$ cat config.mk
export PLATFORM = sky130hd
export DESIGN_NAME = mdu_seq_flat
export DESIGN_NICKNAME = d
export VERILOG_FILES = /design/src/rtl/mips_pkg.sv /design/src/rtl/mdu_seq_if.sv /design/src/rtl/cond_neg.sv /design/src/rtl/mdu_seq.sv /design/src/flat_wrapper.sv
export SDC_FILE = /design/constraint.sdc
export NUM_CORES = 1
export LEC_CHECK = 0
export ABC_CLOCK_PERIOD_IN_PS = 9700
export CAP_MARGIN = 20
export CORE_UTILIZATION = 36
export DETAILED_ROUTE_END_ITERATION = 10
export DONT_BUFFER_PORTS = 1
export GPL_ROUTABILITY_DRIVEN = 1
export PLACE_DENSITY = 0.58
export SLEW_MARGIN = 5
export SYNTH_ARGS = -nofsm -noshare
export SYNTH_HDL_FRONTEND = slang
export SYNTH_HIERARCHICAL = 1
export SYNTH_SLANG_ARGS = --single-unit
$ cat constraint.sdc
create_clock -name clk -period 9.7 [get_ports clk]
set_clock_uncertainty 0.1 [all_clocks]
set_input_delay 2.91 -clock clk [delete_from_list [all_inputs] [get_ports clk]]
set_output_delay 2.91 -clock clk [all_outputs]
set_load 0.01 [all_outputs]
$ cat src/rtl/mips_pkg.sv
// Shared definitions for the sequential multiply/divide unit: data width,
// operation encodings and FSM state names.
package mips_pkg;

    localparam int XLEN = 32;

    typedef enum logic [1:0] {
        OP_MULT  = 2'b00,
        OP_MULTU = 2'b01,
        OP_DIV   = 2'b10,
        OP_DIVU  = 2'b11
    } op_e;

    typedef enum logic [1:0] {
        IDLE,
        CALC,
        FIX,
        DONE
    } state_e;

    function automatic logic op_is_div(input op_e op);
        return (op == OP_DIV) || (op == OP_DIVU);
    endfunction

    function automatic logic op_is_signed(input op_e op);
        return (op == OP_MULT) || (op == OP_DIV);
    endfunction

endpackage

$ cat src/rtl/mdu_seq_if.sv
// Request/result bundle between the pipeline (master) and the multiply/divide
// unit (slave).
interface mdu_seq_if;
    import mips_pkg::*;

    logic            start;
    logic [1:0]      op;
    logic [XLEN-1:0] rs_data;
    logic [XLEN-1:0] rt_data;
    logic            mthi;
    logic            mtlo;
    logic [XLEN-1:0] wr_data;
    logic [XLEN-1:0] hi;
    logic [XLEN-1:0] lo;
    logic            busy;
    logic            done;
    logic            div_zero;

    modport master (
        output start, op, rs_data, rt_data, mthi, mtlo, wr_data,
        input  hi, lo, busy, done, div_zero
    );

    modport slave (
        input  start, op, rs_data, rt_data, mthi, mtlo, wr_data,
        output hi, lo, busy, done, div_zero
    );

endinterface

$ cat src/rtl/cond_neg.sv
// Conditional two's-complement: passes din through, or negates it when neg=1.
module cond_neg
    import mips_pkg::*;
(
    input  logic [XLEN-1:0] din,
    input  logic            neg,
    output logic [XLEN-1:0] dout
);

    assign dout = neg ? (~din + XLEN'(1)) : din;

endmodule

$ cat src/rtl/mdu_seq.sv
// Sequential MIPS multiply/divide unit: one radix-2 step per cycle on operand
// magnitudes, sign fix-up afterwards, results land in the HI/LO registers.
module mdu_seq
    import mips_pkg::*;
(
    input  logic     clk,
    input  logic     reset,
    mdu_seq_if.slave bus
);

    state_e          state;
    op_e             op_in, op_q;
    logic [5:0]      count;
    logic            sign_a, sign_b, div0_q;
    logic            busy_q, done_q, div_zero_q;
    logic [XLEN-1:0] hi_q, lo_q;
    logic [XLEN-1:0] opnd, acc_hi, acc_lo;
    logic [XLEN-1:0] mag_a, mag_b, fix_hi, fix_lo, res_hi, res_lo, div_diff;
    logic [XLEN:0]   mul_sum, rem_shift;
    logic            div_ge, prod_neg, in_signed;

    assign op_in     = op_e'(bus.op);
    assign in_signed = op_is_signed(op_in);
    assign prod_neg  = sign_a ^ sign_b;

    cond_neg u_mag_a (.din(bus.rs_data), .neg(in_signed & bus.rs_data[XLEN-1]), .dout(mag_a));
    cond_neg u_mag_b (.din(bus.rt_data), .neg(in_signed & bus.rt_data[XLEN-1]), .dout(mag_b));

    // Quotient and product share the sign rule; the remainder follows the dividend.
    cond_neg u_fix_lo (.din(acc_lo), .neg(prod_neg), .dout(fix_lo));
    cond_neg u_fix_hi (.din(acc_hi), .neg(op_is_div(op_q) ? sign_a : prod_neg), .dout(fix_hi));

    // Multiply: {acc_hi, acc_lo} is the product/multiplier shift pair.
    // Divide:   acc_hi is the partial remainder, acc_lo shifts dividend out and quotient in.
    assign mul_sum   = {1'b0, acc_hi} + (acc_lo[0] ? {1'b0, opnd} : '0);
    assign rem_shift = {acc_hi, acc_lo[XLEN-1]};
    assign div_ge    = rem_shift >= {1'b0, opnd};
    assign div_diff  = rem_shift[XLEN-1:0] - opnd;

    // NOTE: every output of an always_comb gets a default first so no path leaves it unassigned (no latch).
    always_comb begin
        res_hi = fix_hi;
        res_lo = fix_lo;
        if (op_is_div(op_q)) begin
            if (div0_q)
                res_lo = '1;
        end else if (prod_neg && (acc_lo != '0)) begin
            // 64-bit negate from 32-bit halves: no carry into HI unless LO is zero.
            res_hi = fix_hi - XLEN'(1);
        end
    end

    // NOTE: state registers use non-blocking assignments so every flop samples pre-edge values.
    always_ff @(posedge clk or posedge reset) begin
        if (reset) begin
            state      <= IDLE;
            op_q       <= OP_MULT;
            count      <= '0;
            sign_a     <= 1'b0;
            sign_b     <= 1'b0;
            div0_q     <= 1'b0;
            busy_q     <= 1'b0;
            done_q     <= 1'b0;
            div_zero_q <= 1'b0;
            hi_q       <= '0;
            lo_q       <= '0;
            opnd       <= '0;
            acc_hi     <= '0;
            acc_lo     <= '0;
        end else begin
            case (state)
                IDLE: begin
                    if (bus.mthi) hi_q <= bus.wr_data;
                    if (bus.mtlo) lo_q <= bus.wr_data;
                    if (bus.start) begin
                        state      <= CALC;
                        busy_q     <= 1'b1;
                        op_q       <= op_in;
                        count      <= '0;
                        sign_a     <= in_signed & bus.rs_data[XLEN-1];
                        sign_b     <= in_signed & bus.rt_data[XLEN-1];
                        div0_q     <= op_is_div(op_in) && (bus.rt_data == '0);
                        div_zero_q <= 1'b0;
                        acc_hi     <= '0;
                        opnd       <= op_is_div(op_in) ? mag_b : mag_a;
                        acc_lo     <= op_is_div(op_in) ? mag_a : mag_b;
                    end
                end
                CALC: begin
                    if (op_is_div(op_q)) begin
                        acc_hi <= div_ge ? div_diff : rem_shift[XLEN-1:0];
                        acc_lo <= {acc_lo[XLEN-2:0], div_ge};
                    end else begin
                        acc_hi <= mul_sum[XLEN:1];
                        acc_lo <= {mul_sum[0], acc_lo[XLEN-1:1]};
                    end
                    count <= count + 6'd1;
                    if (count == 6'd31)
                        state <= FIX;
                end
                FIX: begin
                    hi_q       <= res_hi;
                    lo_q       <= res_lo;
                    div_zero_q <= div0_q;
                    done_q     <= 1'b1;
                    state      <= DONE;
                end
                DONE: begin
                    done_q <= 1'b0;
                    busy_q <= 1'b0;
                    state  <= IDLE;
                end
                default: state <= IDLE;
            endcase
        end
    end

    assign bus.hi       = hi_q;
    assign bus.lo       = lo_q;
    assign bus.busy     = busy_q;
    assign bus.done     = done_q;
    assign bus.div_zero = div_zero_q;

endmodule

$ cat src/flat_wrapper.sv
// flat-port wrapper written by rule: the top's interface ports become plain ports
module mdu_seq_flat import mips_pkg::*;
  (clk, reset, bus_start, bus_op, bus_rs_data, bus_rt_data, bus_mthi, bus_mtlo, bus_wr_data, bus_hi, bus_lo, bus_busy, bus_done, bus_div_zero);
  mdu_seq_if bus_i ();
  input  logic clk;
  input  logic reset;
  input wire logic [$bits(bus_i.start)-1:0] bus_start;
  input wire logic [$bits(bus_i.op)-1:0] bus_op;
  input wire logic [$bits(bus_i.rs_data)-1:0] bus_rs_data;
  input wire logic [$bits(bus_i.rt_data)-1:0] bus_rt_data;
  input wire logic [$bits(bus_i.mthi)-1:0] bus_mthi;
  input wire logic [$bits(bus_i.mtlo)-1:0] bus_mtlo;
  input wire logic [$bits(bus_i.wr_data)-1:0] bus_wr_data;
  output wire logic [$bits(bus_i.hi)-1:0] bus_hi;
  output wire logic [$bits(bus_i.lo)-1:0] bus_lo;
  output wire logic [$bits(bus_i.busy)-1:0] bus_busy;
  output wire logic [$bits(bus_i.done)-1:0] bus_done;
  output wire logic [$bits(bus_i.div_zero)-1:0] bus_div_zero;
  assign bus_i.start = bus_start;
  assign bus_i.op = bus_op;
  assign bus_i.rs_data = bus_rs_data;
  assign bus_i.rt_data = bus_rt_data;
  assign bus_i.mthi = bus_mthi;
  assign bus_i.mtlo = bus_mtlo;
  assign bus_i.wr_data = bus_wr_data;
  assign bus_hi = bus_i.hi;
  assign bus_lo = bus_i.lo;
  assign bus_busy = bus_i.busy;
  assign bus_done = bus_i.done;
  assign bus_div_zero = bus_i.div_zero;
  mdu_seq u_core (.clk(clk), .reset(reset), .bus(bus_i));
endmodule
==> results of run 1 <==
critical path, cell delays in order:
cell,delay [ps]
nand2_2,40
buf_4,480
o21a_2,570
buf_4,660
nand2_1,170
o2111ai_1,140
a211o_1,130
o211a_1,130
cell families (layout without fill, tap and decap cells):
logic type      Yosys count  after routing  share of synthesized area, %
buf+inv                 177            120                         4.186
flops                   175            175                         26.79
xor+xnor                199            199                         10.66
compound gates          647            647                         24.86
mux                     111            111                         7.049
fa+ha+maj                76             76                         5.908
simple gates            614            614                         20.55
layout make-up:
type                    count  area [sq um]  share of cell area, %
inverters                  71         271.5                  1.554
repair buffers             17         147.6                 0.8453
well taps                 592         740.7                  4.241
multi-input cells        1647         11340                  64.91
clock inverters            15         163.9                 0.9384
flip-flops and latches    175          4380                  25.08
clock buffers              17         425.4                  2.436
routing by layer:
| layer | vias to the layer above | part of all wire, % | wire, um |
|---|---|---|---|
| met2 | 658 | 45 | 25450 |
| met4 | 0 | 2.9 | 1644 |
| li1 | 7179 | - | - |
| met3 | 122 | 7.2 | 4056 |
| met1 | 7453 | 45 | 25580 |
| met5 | - | 0 | 0 |
Yosys cell counts, drive strengths merged, types with 29 or more instances:
master | count | area share, %
o21ai | 246 | 7.5
nor4 | 49 | 3.7
nand4 | 31 | 1.2
o41ai | 38 | 2.8
nor2 | 95 | 2.2
mux2 | 33 | 2.3
dfrtp | 175 | 27
o31ai | 35 | 1.6
nand3 | 33 | 1.0
xnor2 | 172 | 9.2
nand2 | 227 | 5.2
o22ai | 36 | 1.4
a21o | 35 | 1.6
ha | 74 | 5.7
buf | 31 | 0.83
inv | 71 | 1.6
a21oi | 141 | 4.3
and2 | 39 | 1.5
clkbuf | 75 | 1.7
mux2i | 78 | 4.8
nor3 | 29 | 0.92
path summary, 6_finish.rpt:
check / cells past startpoint / to / startpoint
min in group asynchronous: 1 / u_core/bus.hi[4]$_DFFE_PP0P_ / reset
setup reg to reg: 11 / u_core/acc_hi[20]$_DFFE_PP0P_ / u_core/acc_hi[0]$_DFFE_PP0P_
hold / removal: 2 / u_core/opnd[27]$_DFFE_PP0P_ / u_core/opnd[27]$_DFFE_PP0P_
setup / recovery: 8 / u_core/acc_hi[31]$_DFFE_PP0P_ / bus_start
max in group asynchronous: 2 / u_core/op_q[1]$_DFFE_PP0P_ / reset
hold reg to reg: 2 / u_core/opnd[27]$_DFFE_PP0P_ / u_core/opnd[27]$_DFFE_PP0P_
registers in the layout (all words and copies together), names as in the netlist, 2 cells and up:
| register | flops |
|---|---|
| u_core/acc_hi | 32 |
| u_core/bus.hi | 32 |
| u_core/count | 6 |
| u_core/state | 2 |
| u_core/acc_lo | 32 |
| u_core/bus.lo | 32 |
| u_core/opnd | 32 |
power groups by stage:
stage / Clock, mW / Sequential, mW / Combinational (mW)
floorplan: 0 / 1.44 / 3.42
detailed placement: 0 / 1.71 / 4.41
global placement: 0 / 1.71 / 4.35
CTS: 0.724 / 1.70 / 4.43
global route: 0.751 / 1.74 / 4.94
finish: 0.713 / 1.71 / 4.51
stage by stage:
stage	worst slack, ps	utilization (%)	std cells
global placement	4328	37.86	2501
detailed placement	4291	37.92	2502
CTS	4768	39.24	2534
global route	4499	39.24	2534
finish	4730	39.24	2534
floorplan	1945	-	1999
==> results.json, run 1 <==
{
  "initial_core_util_pct": 36.73,
  "internal_power_mw": 3.153,
  "synth-main-ff-cell": "dfrtp_1",
  "clockBufferDepth": 2,
  "grt_usage_pct": 24.06,
  "wirelength_um": 56730,
  "grt_pass1_wl_um": 87000,
  "root_buffer": "clkbuf_16",
  "max_slew.worst_pin.slew_ps": 1109,
  "ys_async_sr_fraction_pct": 100.0,
  "use_met1_pct": 33.40,
  "crit_path_start_kind": "input pin",
  "placed_cell_area_sq_mm": 0.01688,
  "max-slew-margin-rel_pct": 26.00,
  "layout.nets": 2108,
  "p_clk_share_pct": 10.3,
  "path_clk_slew_ps": 80,
  "ys_ff_latch": 175,
  "antenna_left": 0,
  "crit_fanout": 70,
  "rsz0062_at_grt": "no",
  "rrSetupSlack_ps": 5120,
  "rows": 77,
  "post-route-period-util_pct": 51.24,
  "drt_iter0_markers": 1496,
  "clk_latency_ps": 450,
  "leakage_nw": 6.905,
  "crit_type": "input pin to flip-flop",
  "hold_slack_ps": 445.8,
  "dieWidth_um": 215.1,
  "cts-resized-gates": 0,
  "hpwl_um": 44390,
  "die_y_um": 215.1,
  "grt_max_degree": 96,
  "worstPathRequired_ps": 9990,
  "end_kind": "flip-flop",
  "final.setup.tns_ps": 0,
  "ys_seq_area_share_pct": 26.79,
  "drv_slew": 0,
  "cts_setup_buffers": 0,
  "combPwrFrac_pct": 65.1,
  "synth_cell_types": 74,
  "vias": 15412,
  "wl_per_cell_um": 22.39,
  "cts_buffers": 17,
  "yosys_warnings": 6,
  "drc": 0,
  "core_sq_mm": 0.04451,
  "drt_pass1_iterations": 6,
  "grt.overflow.total": 0,
  "p_sw_share_pct": 54.52,
  "p_sw_mw": 3.780,
  "netlist_instances": 1999,
  "p_total_mw": 6.933,
  "synth.net_count": 2178,
  "vias_per_cell": 6.082,
  "power_density_mw_per_mm2": 396.9,
  "met3_usage_pct": 4.147,
  "fill_cells": 4628,
  "dieArea_sq_mm": 0.04627,
  "htreeDepth": 4,
  "drive_above_1_share_pct": 7.827,
  "design_area_sq_mm": 0.01747,
  "fmax_mhz": 201.2,
  "diodes": 0,
  "final_cell_mix": "o21ai_0 (243), nand2_1 (226), dfrtp_1 (174), xnor2_1 (171), a21oi_1 (139)",
  "met2_usage_pct": 38.11,
  "worstPathArrival_ps": 5260,
  "place.gp.congestion": 0.9810,
  "setup_viol": 0,
  "final_common_cell": "o21ai_0",
  "irDropWorstVdd_mv": 0.1971,
  "status": "finished, final reports clean",
  "tritoncts": "yes",
  "synth_area_per_cell_sq_um": 8.178,
  "synth_edf_count": 0,
  "period_needed_ps": 4970,
  "cts_hold_buf": 0,
  "cts.sinks": 175,
  "drv_cap": 0,
  "p_seq_share_pct": 24.7,
  "io-pin-count": 170,
  "final-hold-violation-count": 0,
  "area_delta_synth_final_pct": 6.842,
  "port_buffers": 0,
  "antenna_found_initial": 0,
  "worstHoldPathType": "flip-flop to flip-flop",
  "synthesis.area_sq_mm": 0.01635,
  "busiest_layer": "met2",
  "grt_pass1_vias": 14368
}
No activity file was read; power rests on OpenSTA's default activity.
==> inputs of run 2 (changes only) <==
Settings changed: ABC_CLOCK_PERIOD_IN_PS 9700 to 4600.
Clock period 9.7 ns to 4.6 ns, I/O delays scaled along.
==> run 2 against run 1 <==
Effect of this change:
- setup slack worse by 4400 ps
- die area did not move
- highest routed layer unchanged
- register-to-register slack got worse by 4800 ps
- utilization is 0.40 points higher
==> results.json, run 2 (synthesized netlist as in run 1, its figures left out) <==
{
  "drv_slew": 0,
  "crit_path_start_kind": "flip-flop",
  "final.setup.tns_ps": 0,
  "end_kind": "flip-flop",
  "dieArea_sq_mm": 0.04627,
  "worstPathRequired_ps": 4820,
  "vias_per_cell": 5.956,
  "grt_usage_pct": 23.58,
  "p_clk_share_pct": 10.8,
  "post-route-period-util_pct": 92.08,
  "max_slew.worst_pin.slew_ps": 1007,
  "crit_fanout": 8,
  "cts.sinks": 175,
  "worst_slack_ps": 364.1,
  "p_sw_mw": 7.826,
  "clockBufferDepth": 2,
  "antenna_found_initial": 0,
  "final-hold-violation-count": 0,
  "grt_pass1_wl_um": 84810,
  "io-pin-count": 170,
  "placed_cells": 2516,
  "leakage_nw": 7.008,
  "fmax_mhz": 236.1,
  "wirelength_um": 55640,
  "grt_max_degree": 90,
  "drc": 0,
  "port_buffers": 0,
  "drt_iter0_markers": 1367,
  "drv_cap": 0,
  "final_common_cell": "o21ai_0",
  "layout.nets": 2122,
  "place_ws_ps": 420.1,
  "vias": 15175,
  "finalNonFillerCells": 2548,
  "hpwl_um": 44090,
  "rows": 77,
  "clk_latency_ps": 450,
  "hold_slack_ps": 411.1,
  "p_sw_share_pct": 53.28,
  "final_cell_mix": "o21ai_0 (243), nand2_1 (226), dfrtp_1 (174), xnor2_1 (171), a21oi_1 (139)",
  "combPwrFrac_pct": 65.3,
  "wl_per_cell_um": 21.84,
  "rsz0062_at_grt": "no",
  "cts_buffers": 17,
  "tritoncts": "yes",
  "setup_viol": 0,
  "core_sq_mm": 0.04451,
  "drive_above_1_share_pct": 8.436,
  "internal_power_mw": 6.863,
  "dieWidth_um": 215.1,
  "irDropWorstVdd_mv": 0.3566,
  "root_buffer": "clkbuf_16",
  "worstPathArrival_ps": 4450,
  "area_delta_synth_final_pct": 7.937,
  "grt_pass1_vias": 14003,
  "drt_pass1_iterations": 5,
  "path_clk_slew_ps": 80,
  "max-slew-margin-rel_pct": 32.73,
  "p_seq_share_pct": 23.9,
  "htreeDepth": 4,
  "crit_type": "flip-flop to flip-flop",
  "grt.overflow.total": 0,
  "status": "finished, final reports clean",
  "antenna_left": 0,
  "diodes": 0,
  "cts_hold_buf": 0,
  "place.gp.congestion": 0.9508,
  "initial_core_util_pct": 36.73,
  "power_density_mw_per_mm2": 832.5,
  "die_y_um": 215.1,
  "worstHoldPathType": "flip-flop to flip-flop",
  "period_needed_ps": 4236
}
run 2: cell types whose count changed in the layout (fill, tap and decap cells not counted), moves of 2 or more:
cell / before / now
buf_4: 16 / 27
inv_8: 6 / 1
buf_12: 0 / 4
clkbuf_8: 0 / 2
clkinv_4: 1 / 3
bufinv_16: 1 / 3
run 2: final cells by class:
type | instances | area [sq um]
Multi-Input combinational cell | 1647 | 11340
Timing Repair Buffer | 31 | 282.8
Clock buffer | 19 | 452.9
Fill cell | 4602 | 26860
Inverter | 71 | 270.3
Sequential cell | 175 | 4380
Clock inverter | 13 | 175.2
Tap cell | 592 | 740.7
run 2: what timing repair did:
| action | in CTS | in global routing |
|---|---|---|
| buffers inserted | 0 | 0 |
| gates resized for setup | 0 | 1 |
| hold endpoints to repair | 0 | 0 |
| setup endpoints to repair | 0 | 1 |
run 2: critical path: stages, from the launching register on:
cell	delay [ps]
dfrtp_1	490
nor4_4	530
nand2_1	150
o41ai_1	330
xnor2_1	210
or4_4	560
or3_4	380
nor4_4	180
nand3_2	150
or4_4	580
nor3_2	210
xnor2_1	140
a21oi_1	80
run 2: power by group through the flow:
stage / sequential [mW] / clock [mW] / combinational, mW
4_1_cts: 3.49 / 1.62 / 9.46
3_5_place_dp: 3.51 / 0 / 9.41
3_3_place_gp: 3.49 / 0 / 9.30
6_report: 3.51 / 1.59 / 9.59
2_1_floorplan: 3.04 / 0 / 7.22
5_1_grt: 3.59 / 1.68 / 10.5
run 2: layer usage:
| metal | wire [um] | global-route usage, % | vias to the layer above |
|---|---|---|---|
| li1 | - | - | 7208 |
| met1 | 25990 | 34.29 | 7323 |
| met2 | 24250 | 35.56 | 573 |
| met3 | 3783 | 3.425 | 71 |
| met4 | 1621 | 7.683 | 0 |
| met5 | 0 | 0 | - |
run 2: worst paths after layout:
| check | startpoint | to | slack [ps] | cells past startpoint |
|---|---|---|---|---|
| max in group asynchronous | reset | u_core/op_q[1]$_DFFE_PP0P_ | 2730 | 2 |
| hold reg to reg | u_core/opnd[30]$_DFFE_PP0P_ | u_core/opnd[30]$_DFFE_PP0P_ | 410 | 2 |
| min in group asynchronous | reset | u_core/bus.hi[4]$_DFFE_PP0P_ | 800 | 1 |
| setup reg to reg | u_core/acc_hi[6]$_DFFE_PP0P_ | u_core/bus.hi[28]$_DFFE_PP0P_ | 360 | 12 |
| hold / removal | u_core/opnd[30]$_DFFE_PP0P_ | u_core/opnd[30]$_DFFE_PP0P_ | 410 | 2 |
| setup / recovery | u_core/acc_hi[6]$_DFFE_PP0P_ | u_core/bus.hi[28]$_DFFE_PP0P_ | 360 | 12 |
run 2: per-stage QoR:
step	cell area, sq um	util, %	power [mW]
floorplan	16350	-	10.26
global placement	17010	38.21	12.80
detailed placement	17010	38.21	12.92
CTS	17640	39.62	14.57
global route	17650	39.64	15.79
finish	17650	39.64	14.69
